===== config.mk =====
export PLATFORM = sky130hd
export DESIGN_NAME = operand_fetch
export DESIGN_NICKNAME = d
export VERILOG_FILES = /design/src/rtl/cpu_pkg.sv /design/src/rtl/operand_fetch_scoreboard.sv /design/src/rtl/operand_fetch.sv
export SDC_FILE = /design/constraint.sdc
export NUM_CORES = 1
export LEC_CHECK = 0
export CAP_MARGIN = 20
export CORE_MARGIN = 4
export CORE_UTILIZATION = 42
export CTS_CLUSTER_DIAMETER = 30
export DETAILED_ROUTE_END_ITERATION = 16
export GPL_TIMING_DRIVEN = 0
export MAX_ROUTING_LAYER = met4
export PLACE_DENSITY = 0.92
export SYNTH_ARGS = -nofsm -noshare
export SYNTH_HDL_FRONTEND = slang
export SYNTH_SLANG_ARGS = --single-unit

===== constraint.sdc =====
create_clock -name clk -period 2.2 [get_ports clk]
set_input_delay 0.44 -clock clk [delete_from_list [all_inputs] [get_ports clk]]
set_output_delay 0.44 -clock clk [all_outputs]
set_load 0.02 [all_outputs]

===== src/rtl/cpu_pkg.sv =====
// Shared defaults and types for the issue-side pipeline blocks.
// Holds the datapath sizing and the output-stage state encoding.
package cpu_pkg;

    localparam int WIDTH_DEF = 32;
    localparam int NREGS_DEF = 4;
    localparam int OPW_DEF   = 8;
    localparam int CNTW_DEF  = 16;
    localparam int REG_ZERO  = 0;

    typedef enum logic {
        OUT_EMPTY = 1'b0,
        OUT_FULL  = 1'b1
    } out_state_e;

endpackage


===== src/rtl/operand_fetch_scoreboard.sv =====
// Per-register pending bits for in-flight destinations.
// Lookups already discount a writeback retiring in the same cycle.
module scoreboard
    import cpu_pkg::*;
#(
    parameter int NREGS = NREGS_DEF,
    parameter int IW    = $clog2(NREGS)
) (
    input  logic          clk,
    input  logic          rst,
    input  logic          set_en,
    input  logic [IW-1:0] set_idx,
    input  logic          clr_en,
    input  logic [IW-1:0] clr_idx,
    input  logic [IW-1:0] q1_idx,
    input  logic [IW-1:0] q2_idx,
    input  logic [IW-1:0] q3_idx,
    output logic          q1_pend,
    output logic          q2_pend,
    output logic          q3_pend
);

    logic [NREGS-1:0] pending_q;
    logic [NREGS-1:0] pending_d;
    logic [NREGS-1:0] pend_now;

    always_comb begin
        pend_now = pending_q;
        if (clr_en) begin
            pend_now[clr_idx] = 1'b0;
        end
        pend_now[REG_ZERO] = 1'b0;
    end

    assign q1_pend = pend_now[q1_idx];
    assign q2_pend = pend_now[q2_idx];
    assign q3_pend = pend_now[q3_idx];

    // Clear first, then set, so a new claim on the retiring register survives.
    always_comb begin
        pending_d = pending_q;
        if (clr_en) begin
            pending_d[clr_idx] = 1'b0;
        end
        if (set_en && (set_idx != IW'(REG_ZERO))) begin
            pending_d[set_idx] = 1'b1;
        end
        pending_d[REG_ZERO] = 1'b0;
    end

    always_ff @(posedge clk or negedge rst) begin
        if (!rst) begin
            pending_q <= '0;
        end else begin
            pending_q <= pending_d;
        end
    end

endmodule


===== src/rtl/operand_fetch.sv =====
// Operand fetch stage: reads the register file, forwards same-cycle writeback,
// stalls on pending hazards and presents a one-deep operand bundle downstream.
module operand_fetch
    import cpu_pkg::*;
#(
    parameter int WIDTH      = WIDTH_DEF,
    parameter int ADDR_WIDTH = $clog2(WIDTH),
    parameter int NREGS      = NREGS_DEF,
    parameter int OPW        = OPW_DEF,
    parameter int CNTW       = CNTW_DEF
) (
    input  logic                  clk,
    input  logic                  rst,
    input  logic                  in_valid,
    output logic                  in_ready,
    input  logic [ADDR_WIDTH-1:0] in_rs1,
    input  logic [ADDR_WIDTH-1:0] in_rs2,
    input  logic [ADDR_WIDTH-1:0] in_rd,
    input  logic                  in_rd_we,
    input  logic [OPW-1:0]        in_op,
    output logic [ADDR_WIDTH-1:0] rf_rnum1,
    output logic [ADDR_WIDTH-1:0] rf_rnum2,
    input  logic [WIDTH-1:0]      rf_rdata1,
    input  logic [WIDTH-1:0]      rf_rdata2,
    input  logic                  wb_valid,
    input  logic [ADDR_WIDTH-1:0] wb_rd,
    input  logic [WIDTH-1:0]      wb_data,
    output logic                  out_valid,
    input  logic                  out_ready,
    output logic [WIDTH-1:0]      out_a,
    output logic [WIDTH-1:0]      out_b,
    output logic [ADDR_WIDTH-1:0] out_rd,
    output logic                  out_rd_we,
    output logic [OPW-1:0]        out_op,
    output logic [CNTW-1:0]       stall_cnt
);

    localparam int IW = $clog2(NREGS);

    logic [IW-1:0] rs1_idx;
    logic [IW-1:0] rs2_idx;
    logic [IW-1:0] rd_idx;
    logic [IW-1:0] wb_idx;
    logic          unused_wb_hi;

    logic          rs1_pend;
    logic          rs2_pend;
    logic          rd_pend;
    logic          hazard;
    logic          accept;
    logic          sb_set;

    out_state_e      state_q, state_d;
    logic [WIDTH-1:0] out_a_q, out_a_d;
    logic [WIDTH-1:0] out_b_q, out_b_d;
    logic [ADDR_WIDTH-1:0] out_rd_q, out_rd_d;
    logic             out_rd_we_q, out_rd_we_d;
    logic [OPW-1:0]   out_op_q, out_op_d;
    logic [CNTW-1:0]  stall_cnt_q, stall_cnt_d;
    logic [WIDTH-1:0] opnd_a;
    logic [WIDTH-1:0] opnd_b;

    assign rs1_idx = in_rs1[IW-1:0];
    assign rs2_idx = in_rs2[IW-1:0];
    assign rd_idx  = in_rd[IW-1:0];
    assign wb_idx  = wb_rd[IW-1:0];
    assign unused_wb_hi = ^wb_rd;

    assign rf_rnum1 = in_rs1;
    assign rf_rnum2 = in_rs2;

    scoreboard #(
        .NREGS (NREGS),
        .IW    (IW)
    ) u_sb (
        .clk     (clk),
        .rst     (rst),
        .set_en  (sb_set),
        .set_idx (rd_idx),
        .clr_en  (wb_valid),
        .clr_idx (wb_idx),
        .q1_idx  (rs1_idx),
        .q2_idx  (rs2_idx),
        .q3_idx  (rd_idx),
        .q1_pend (rs1_pend),
        .q2_pend (rs2_pend),
        .q3_pend (rd_pend)
    );

    always_comb begin
        hazard = 1'b0;
        if ((rs1_idx != IW'(REG_ZERO)) && rs1_pend) begin
            hazard = 1'b1;
        end
        if ((rs2_idx != IW'(REG_ZERO)) && rs2_pend) begin
            hazard = 1'b1;
        end
        if (in_rd_we && (rd_idx != IW'(REG_ZERO)) && rd_pend) begin
            hazard = 1'b1;
        end
    end

    assign out_valid = (state_q == OUT_FULL);
    assign in_ready  = (!out_valid || out_ready) && !hazard;
    assign accept    = in_valid && in_ready;
    assign sb_set    = accept && in_rd_we && (rd_idx != IW'(REG_ZERO));

    // The register file still shows the old value in its write cycle, so the
    // writeback bus takes priority over the read data.
    always_comb begin
        opnd_a = rf_rdata1;
        if (rs1_idx == IW'(REG_ZERO)) begin
            opnd_a = '0;
        end else if (wb_valid && (wb_idx == rs1_idx)) begin
            opnd_a = wb_data;
        end

        opnd_b = rf_rdata2;
        if (rs2_idx == IW'(REG_ZERO)) begin
            opnd_b = '0;
        end else if (wb_valid && (wb_idx == rs2_idx)) begin
            opnd_b = wb_data;
        end
    end

    always_comb begin
        state_d     = state_q;
        out_a_d     = out_a_q;
        out_b_d     = out_b_q;
        out_rd_d    = out_rd_q;
        out_rd_we_d = out_rd_we_q;
        out_op_d    = out_op_q;

        case (state_q)
            OUT_EMPTY: begin
                if (accept) begin
                    state_d = OUT_FULL;
                end
            end
            OUT_FULL: begin
                if (out_ready && !accept) begin
                    state_d = OUT_EMPTY;
                end
            end
            default: begin
                state_d = OUT_EMPTY;
            end
        endcase

        if (accept) begin
            out_a_d     = opnd_a;
            out_b_d     = opnd_b;
            out_rd_d    = in_rd;
            out_rd_we_d = in_rd_we;
            out_op_d    = in_op;
        end
    end

    always_comb begin
        stall_cnt_d = stall_cnt_q;
        if (in_valid && hazard && (stall_cnt_q != {CNTW{1'b1}})) begin
            stall_cnt_d = stall_cnt_q + CNTW'(1);
        end
    end

    always_ff @(posedge clk or negedge rst) begin
        if (!rst) begin
            state_q     <= OUT_EMPTY;
            out_a_q     <= '0;
            out_b_q     <= '0;
            out_rd_q    <= '0;
            out_rd_we_q <= 1'b0;
            out_op_q    <= '0;
            stall_cnt_q <= '0;
        end else begin
            state_q     <= state_d;
            out_a_q     <= out_a_d;
            out_b_q     <= out_b_d;
            out_rd_q    <= out_rd_d;
            out_rd_we_q <= out_rd_we_d;
            out_op_q    <= out_op_d;
            stall_cnt_q <= stall_cnt_d;
        end
    end

    assign out_a     = out_a_q;
    assign out_b     = out_b_q;
    assign out_rd    = out_rd_q;
    assign out_rd_we = out_rd_we_q;
    assign out_op    = out_op_q;
    assign stall_cnt = stall_cnt_q;

endmodule


==> impl_metrics.py, run 1 <==
metrics = {
    "run_status": {
        "status": "complete, but fails checks",
        "violations": "negative setup slack",
    },
    "final_layout": {
        "multi_input_area_um2": 2540,
        "final_cell_mix": "clkdlybuf4s50_1 (214), nand2_1 (140), dfrtp_1 (98)",
        "fillers": 891,
        "final_nets": 877,
        "syn_to_final_growth_pct": 55.7,
        "drive_above_1_share": 0.188,
        "seq_area_um2": 2450,
        "final_common_cell": "clkdlybuf4s50_1",
        "fin_util": 0.673,
    },
    "worst_setup_path": {
        "cp_max_fo": 2,
        "reg2reg_to": "out_a[27]",
        "slowest_stage": "dfrtp_1",
        "worst_setup_path_start_kind": "flop",
        "path_cells": "mux2i_4 -> nor3b_2 -> o21ai_2 -> o2111ai_4 -> buf_6 -> nor2b_1 -> buf_4",
        "r2r_cells": 9,
        "worstReg2RegStart": "u_sb.pending_q[3]",
        "critPathArrivalTime_ns": 1.79,
        "endpoint_kind": "primary output",
        "critPathMaxStageDelay_ns": 0.43,
        "worst-setup-path-type": "reg2out",
        "startpoint": "u_sb.pending_q[3]",
        "rrSetupSlack_ns": -0.01,
        "required_ns": 1.76,
    },
    "global_routing": {
        "antenna_found_initial": 1,
        "grt_pass1_vias": 4720,
        "grt_pass1_wl_mm": 25.9,
        "grt.overflow.total": 0,
        "grt_usage": 0.237,
        "grt_max_degree": 51,
    },
    "yosys": {
        "synth_top_area_frac": 0.470,
        "synth_area_um2": 5210,
        "netlist_instances": 504,
        "ys_types": 31,
        "synth.avg_cell_area_um2": 10.3,
        "synthTopCellsByArea": "dfrtp_1 (47%), mux2_4 (14%), nand2_1 (10%), mux2_2 (6.3%), a21oi_1 (6.2%)",
        "yosys_warnings": 0,
        "synth_area_leader_cell": "dfrtp_1",
        "ys_seq_area_frac": 0.470,
        "synth-seq-cells": 98,
        "syn-num-nets": 635,
    },
    "power": {
        "power_leakage_nw": 3.53,
        "finalPower_mw": 8.94,
        "power.internal_mw": 5.85,
        "clockPowerShare": 0.180,
        "seqPwrFrac": 0.328,
        "p_comb_frac": 0.492,
        "powerDensity_nw_per_um2": 1100,
        "swShare": 0.345,
        "peakVddDrop_uv": 667,
        "p_switching_mw": 3.09,
    },
    "floorplan": {
        "dieArea_um2": 14300,
        "ioPinCount": 236,
        "start_util": 0.432,
        "die_x_um": 119,
        "fp-row-count": 40,
        "fp.dieH_um": 119,
        "core_um2": 12100,
    },
    "place": {
        "gp_congestion": 0.912,
        "place.port_buffers": 223,
        "dp_hpwl_mm": 12.8,
        "dp_slack_ns": -1.07,
    },
    "sta": {
        "skew_ns": 0.0102,
        "setup_tns_ns": -0.104,
        "hold_viol": 0,
        "setup_slack_ns": -0.0308,
        "fmax_ghz": 0.448,
        "rsz0062_at_grt": "yes",
        "maxSlewViolCount": 0,
        "relSlewSlack": 0.555,
        "finalSetupViolations": 11,
        "min_period_ns": 2.23,
        "tightest_slew_ns": 0.667,
        "min_period_over_period": 1.01,
    },
    "clock_tree": {
        "ctsHtreeMaxLevel": 3,
        "root_buffer": "clkbuf_16",
        "clock_sinks": 98,
        "clock_latency_ns": 0.34,
        "clk_pin_slew_ns": 0.07,
        "cts_buffer_depth": 2,
        "cts_made_buffers": 9,
        "cts_tree": "yes",
    },
    "route": {
        "wl_mm": 16.7,
        "routedWlPerCell_um": 18.2,
        "vias_per_cell": 5.05,
        "first_pass_iters": 4,
        "dr_total_vias": 4644,
        "drcViolationCount": 0,
        "drt-initial-drc-count": 278,
        "detail-route-antenna-nets": 0,
    },
    "job": {
        "drv_cap": 0,
    },
    "min_path": {
        "hold_path.class": "in2async",
    },
}
==> logic make-up after synthesis <==
group / count (synthesis) / share of synthesized area
AND/OR/NAND/NOR: 185 / 0.151
flip-flops: 98 / 0.470
multiplexers: 82 / 0.212
AO/OA/AOI/OAI: 75 / 0.0814
buffers and inverters: 44 / 0.0499
XOR/XNOR: 19 / 0.0319
adder cells (fa/ha/maj): 1 / 0.00240
==> layer usage <==
layer / GRT usage / wire (um)
met1: 0.290 / 6830
met2: 0.397 / 8430
met3: 0.0456 / 1100
met4: 0.0773 / 365
met5: - / 0
==> flip-flops by register name, indices dropped and copies added (netlist names) <==
register,cells
out_a,32
out_b,32
stall_cnt,16
out_op,8
out_rd,5
u_sb.pending_q,3
out_rd_we,1
out_valid,1
==> critical path, delay by kind of cell, from the launching register on <==
| family | cells | cell delay, ns |
|---|---|---|
| flops | 1 | 0.43 |
| compound gates | 2 | 0.33 |
| buf+inv | 2 | 0.32 |
| mux | 1 | 0.19 |
| simple gates | 2 | 0.18 |
==> worst max-delay path by stage <==
stage,endpoint,slack [ns]
final,in_ready,-0.03
after floorplan,in_ready,0.03
after global placement,out_op[1],-3.06
after detailed placement,in_ready,-1.07
after CTS,in_ready,-0.08
after global routing,in_ready,-0.13
==> cell usage after synthesis <==
master and count:
and3_1 8, o31ai_1 2, o21ai_0 2, a311o_1 1
nand2b_1 1, mux2i_1 3, nor3b_1 3, clkbuf_1 19
o2111ai_4 1, nand2_1 141, nand3_1 12, ha_1 1
and4_1 3, nand3b_1 1, buf_2 7, mux2_4 50
o21ai_2 1, nor2_1 5, buf_4 11, nand4_1 8
mux2_2 29, dfrtp_1 98, o32ai_2 1, or2_1 1
nor2b_1 1, inv_1 1, nor2_2 1, buf_6 6
xnor2_1 19, a21oi_1 65, a31oi_1 2
==> timing repair <==
item / CTS / global route
setup buffers: 6 / 1
gates cloned: 0 / 0
pin swaps: 2 / 4
endpoints found under the setup margin: 85 / 79
hold buffers: 0 / 0
gates resized for setup: 33 / 6
==> power groups by stage <==
| stage | clock (mW) | combinational [mW] | sequential [mW] |
|---|---|---|---|
| floorplan | 0 | 1.43 | 3.74 |
| global placement | 0 | 4.24 | 2.89 |
| detailed placement | 0 | 4.30 | 2.95 |
| CTS | 1.64 | 4.42 | 2.93 |
| global route | 1.72 | 4.60 | 3.03 |
| finish | 1.61 | 4.40 | 2.93 |
==> metrics by stage <==
stage	std cells	hold WS (ns)	cell area [um2]
CTS	918	0.140	8090
detailed placement	896	0.487	7680
finish	920	0.129	8120
floorplan	504	0.144	5210
global placement	895	0.477	7650
global route	920	0.168	8120
==> cell type report <==
class / count / share of cell area
multi-input cells: 362 / 0.313
diodes: 1 / 0.000308
clock inverters: 5 / 0.00647
clock buffers: 11 / 0.0311
flip-flops and latches: 98 / 0.302
repair buffers: 231 / 0.283
inverters: 1 / 0.000462
well taps: 168 / 0.0259
plain buffers: 43 / 0.0375
No activity file was read; power rests on OpenSTA's default activity.
==> run 2, diff against run 1 <==
Settings changed: CORE_ASPECT_RATIO set to 0.8.
==> run 2 against run 1 <==
  * Hold slack improved by 0.0041 ns
  * Sequential power hardly changed
  * Critical path type is now in2out
  * Via count rose by 1.8%
  * Routed wire length is 0.28% higher
  * Sequential share of layout area about the same
  * Critical endpoint unchanged
  * The flow still finishes with violations (negative setup slack)
  * Flip-flop and latch count unchanged
  * Highest routed layer unchanged
==> impl_metrics.py, run 2 (synthesis results as in run 1) <==
metrics = {
    "route": {
        "detail-route-antenna-nets": 0,
        "vias_per_cell": 5.25,
        "first_pass_iters": 4,
        "drcViolationCount": 0,
        "wl_mm": 16.8,
        "dr_total_vias": 4727,
        "drt-initial-drc-count": 225,
        "routedWlPerCell_um": 18.6,
    },
    "final_layout": {
        "syn_to_final_growth_pct": 55.8,
        "final_nets": 876,
        "final_cell_mix": "clkdlybuf4s50_1 (214), nand2_1 (140), dfrtp_1 (98)",
        "fin_util": 0.668,
        "final_common_cell": "clkdlybuf4s50_1",
        "antenna_cells": 0,
        "fin_cells": 901,
        "final_area_um2": 8120,
        "drive_above_1_share": 0.195,
    },
    "place": {
        "dp_hpwl_mm": 12.4,
        "dp_slack_ns": -1.09,
        "place.port_buffers": 223,
        "placed_area_um2": 7660,
        "dp.cells": 880,
        "gp_congestion": 0.875,
    },
    "global_routing": {
        "grt_pass1_wl_mm": 25.6,
        "grt_max_degree": 53,
        "grt_usage": 0.235,
        "antenna_found_initial": 0,
        "grt_pass1_vias": 4767,
        "grt.overflow.total": 0,
    },
    "clock_tree": {
        "clk_pin_slew_ns": 0.07,
        "ctsHtreeMaxLevel": 3,
        "hold_buffers": 0,
        "clock_sinks": 98,
        "root_buffer": "clkbuf_16",
        "cts_buffer_depth": 2,
        "clock_latency_ns": 0.34,
        "cts_made_buffers": 9,
        "cts_tree": "yes",
    },
    "floorplan": {
        "fp.dieH_um": 108,
        "fp-row-count": 36,
        "core_um2": 12200,
        "start_util": 0.429,
        "die_x_um": 133,
        "dieArea_um2": 14300,
        "ioPinCount": 236,
    },
    "worst_setup_path": {
        "critPathMaxStageDelay_ns": 0.31,
        "reg2reg_to": "out_b[3]",
        "critPathArrivalTime_ns": 1.78,
        "worst-setup-path-type": "in2out",
        "endpoint_kind": "primary output",
        "crit_path_frequent_cell": "buf_6",
        "rrSetupSlack_ns": 0.03,
        "path_buf_inv": 3,
        "cp_max_fo": 7,
        "path_cells": "clkdlybuf4s15_2 -> mux2i_2 -> nor3b_2 -> o21ai_2 -> o2111ai_4 -> buf_6 -> nor2b_4 -> buf_6",
        "cp_top_family": "buffers and inverters",
        "r2r_cells": 9,
        "slowest_stage": "mux2i_2",
        "required_ns": 1.76,
        "worstReg2RegStart": "u_sb.pending_q[3]",
        "worst_setup_path_start_kind": "primary input",
    },
    "sta": {
        "rsz0062_at_grt": "yes",
        "min_period_ns": 2.22,
        "min_period_over_period": 1.01,
        "relSlewSlack": 0.542,
        "maxSlewViolCount": 0,
        "setup_slack_ns": -0.0230,
        "fmax_ghz": 0.450,
        "tightest_slew_ns": 0.687,
        "finalSetupViolations": 1,
        "setup_tns_ns": -0.0230,
        "hold_viol": 0,
        "skew_ns": 0.00775,
    },
    "power": {
        "power_leakage_nw": 3.56,
        "peakVddDrop_uv": 650,
        "powerDensity_nw_per_um2": 1100,
    },
    "job": {
        "drv_cap": 0,
    },
    "min_path": {
        "hold_path.class": "in2async",
    },
    "run_status": {
        "violations": "negative setup slack",
        "status": "complete, but fails checks",
    },
}
-- run 2: cell count changes in the layout (fill, tap and decap cells not counted), moves of 2 or more --
cell	delta
clkbuf_2	+4
clkbuf_1	-7
buf_8	-4
clkinv_2	-2
buf_12	+4
clkdlybuf4s15_2	+2
-- run 2: how the worst max path moves through the flow --
stage,from,endpoint,slack [ns],depth (start not counted)
after floorplan,wb_rd[0],in_ready,0.03,6
after global placement,rst,out_b[9],-2.95,1
after detailed placement,in_rd[0],in_ready,-1.09,8
after CTS,u_sb.pending_q[3],in_ready,-0.04,7
after global routing,u_sb.pending_q[3],in_ready,-0.10,7
final,in_rd[0],in_ready,-0.02,8
-- run 2: per-stage QoR --
| stage | hold WS (ns) | total power, mW |
|---|---|---|
| finish | 0.133 | 8.97 |
| global route | 0.180 | 9.36 |
| CTS | 0.145 | 8.95 |
| detailed placement | 0.488 | 7.24 |
| global placement | 0.479 | 7.12 |
| floorplan | 0.144 | 5.17 |
-- run 2: timing repair --
action | CTS | global route
gates resized for setup | 32 | 19
pin swaps | 1 | 3
endpoints found under the setup margin | 84 | 66
setup buffers | 4 | 3
-- run 2: cell type report --
type                            instances  area [um2]
Clock buffer                           11         253
Fill cell                             938        4040
Tap cell                              152         190
Buffer                                 42         323
Clock inverter                          4        51.3
Inverter                                1        3.75
Multi-Input combinational cell        362        2540
Sequential cell                        98        2450
Timing Repair Buffer                  231        2310
-- run 2: metal layers --
metal,vias to the layer above,track usage,part of all wire
met5,-,-,0
met4,0,0.0645,0.019
met3,26,0.0626,0.071
met2,210,0.376,0.47
met1,2294,0.298,0.44
li1,2197,-,-
-- run 2: power breakdown --
group	leakage [nW]	total, mW	internal (mW)	switching, mW
combinational	2.19	4.42	2.45	1.97
sequential	1.22	2.94	2.49	0.447
clock	0.148	1.60	0.937	0.666
total	3.56	8.97	5.88	3.09
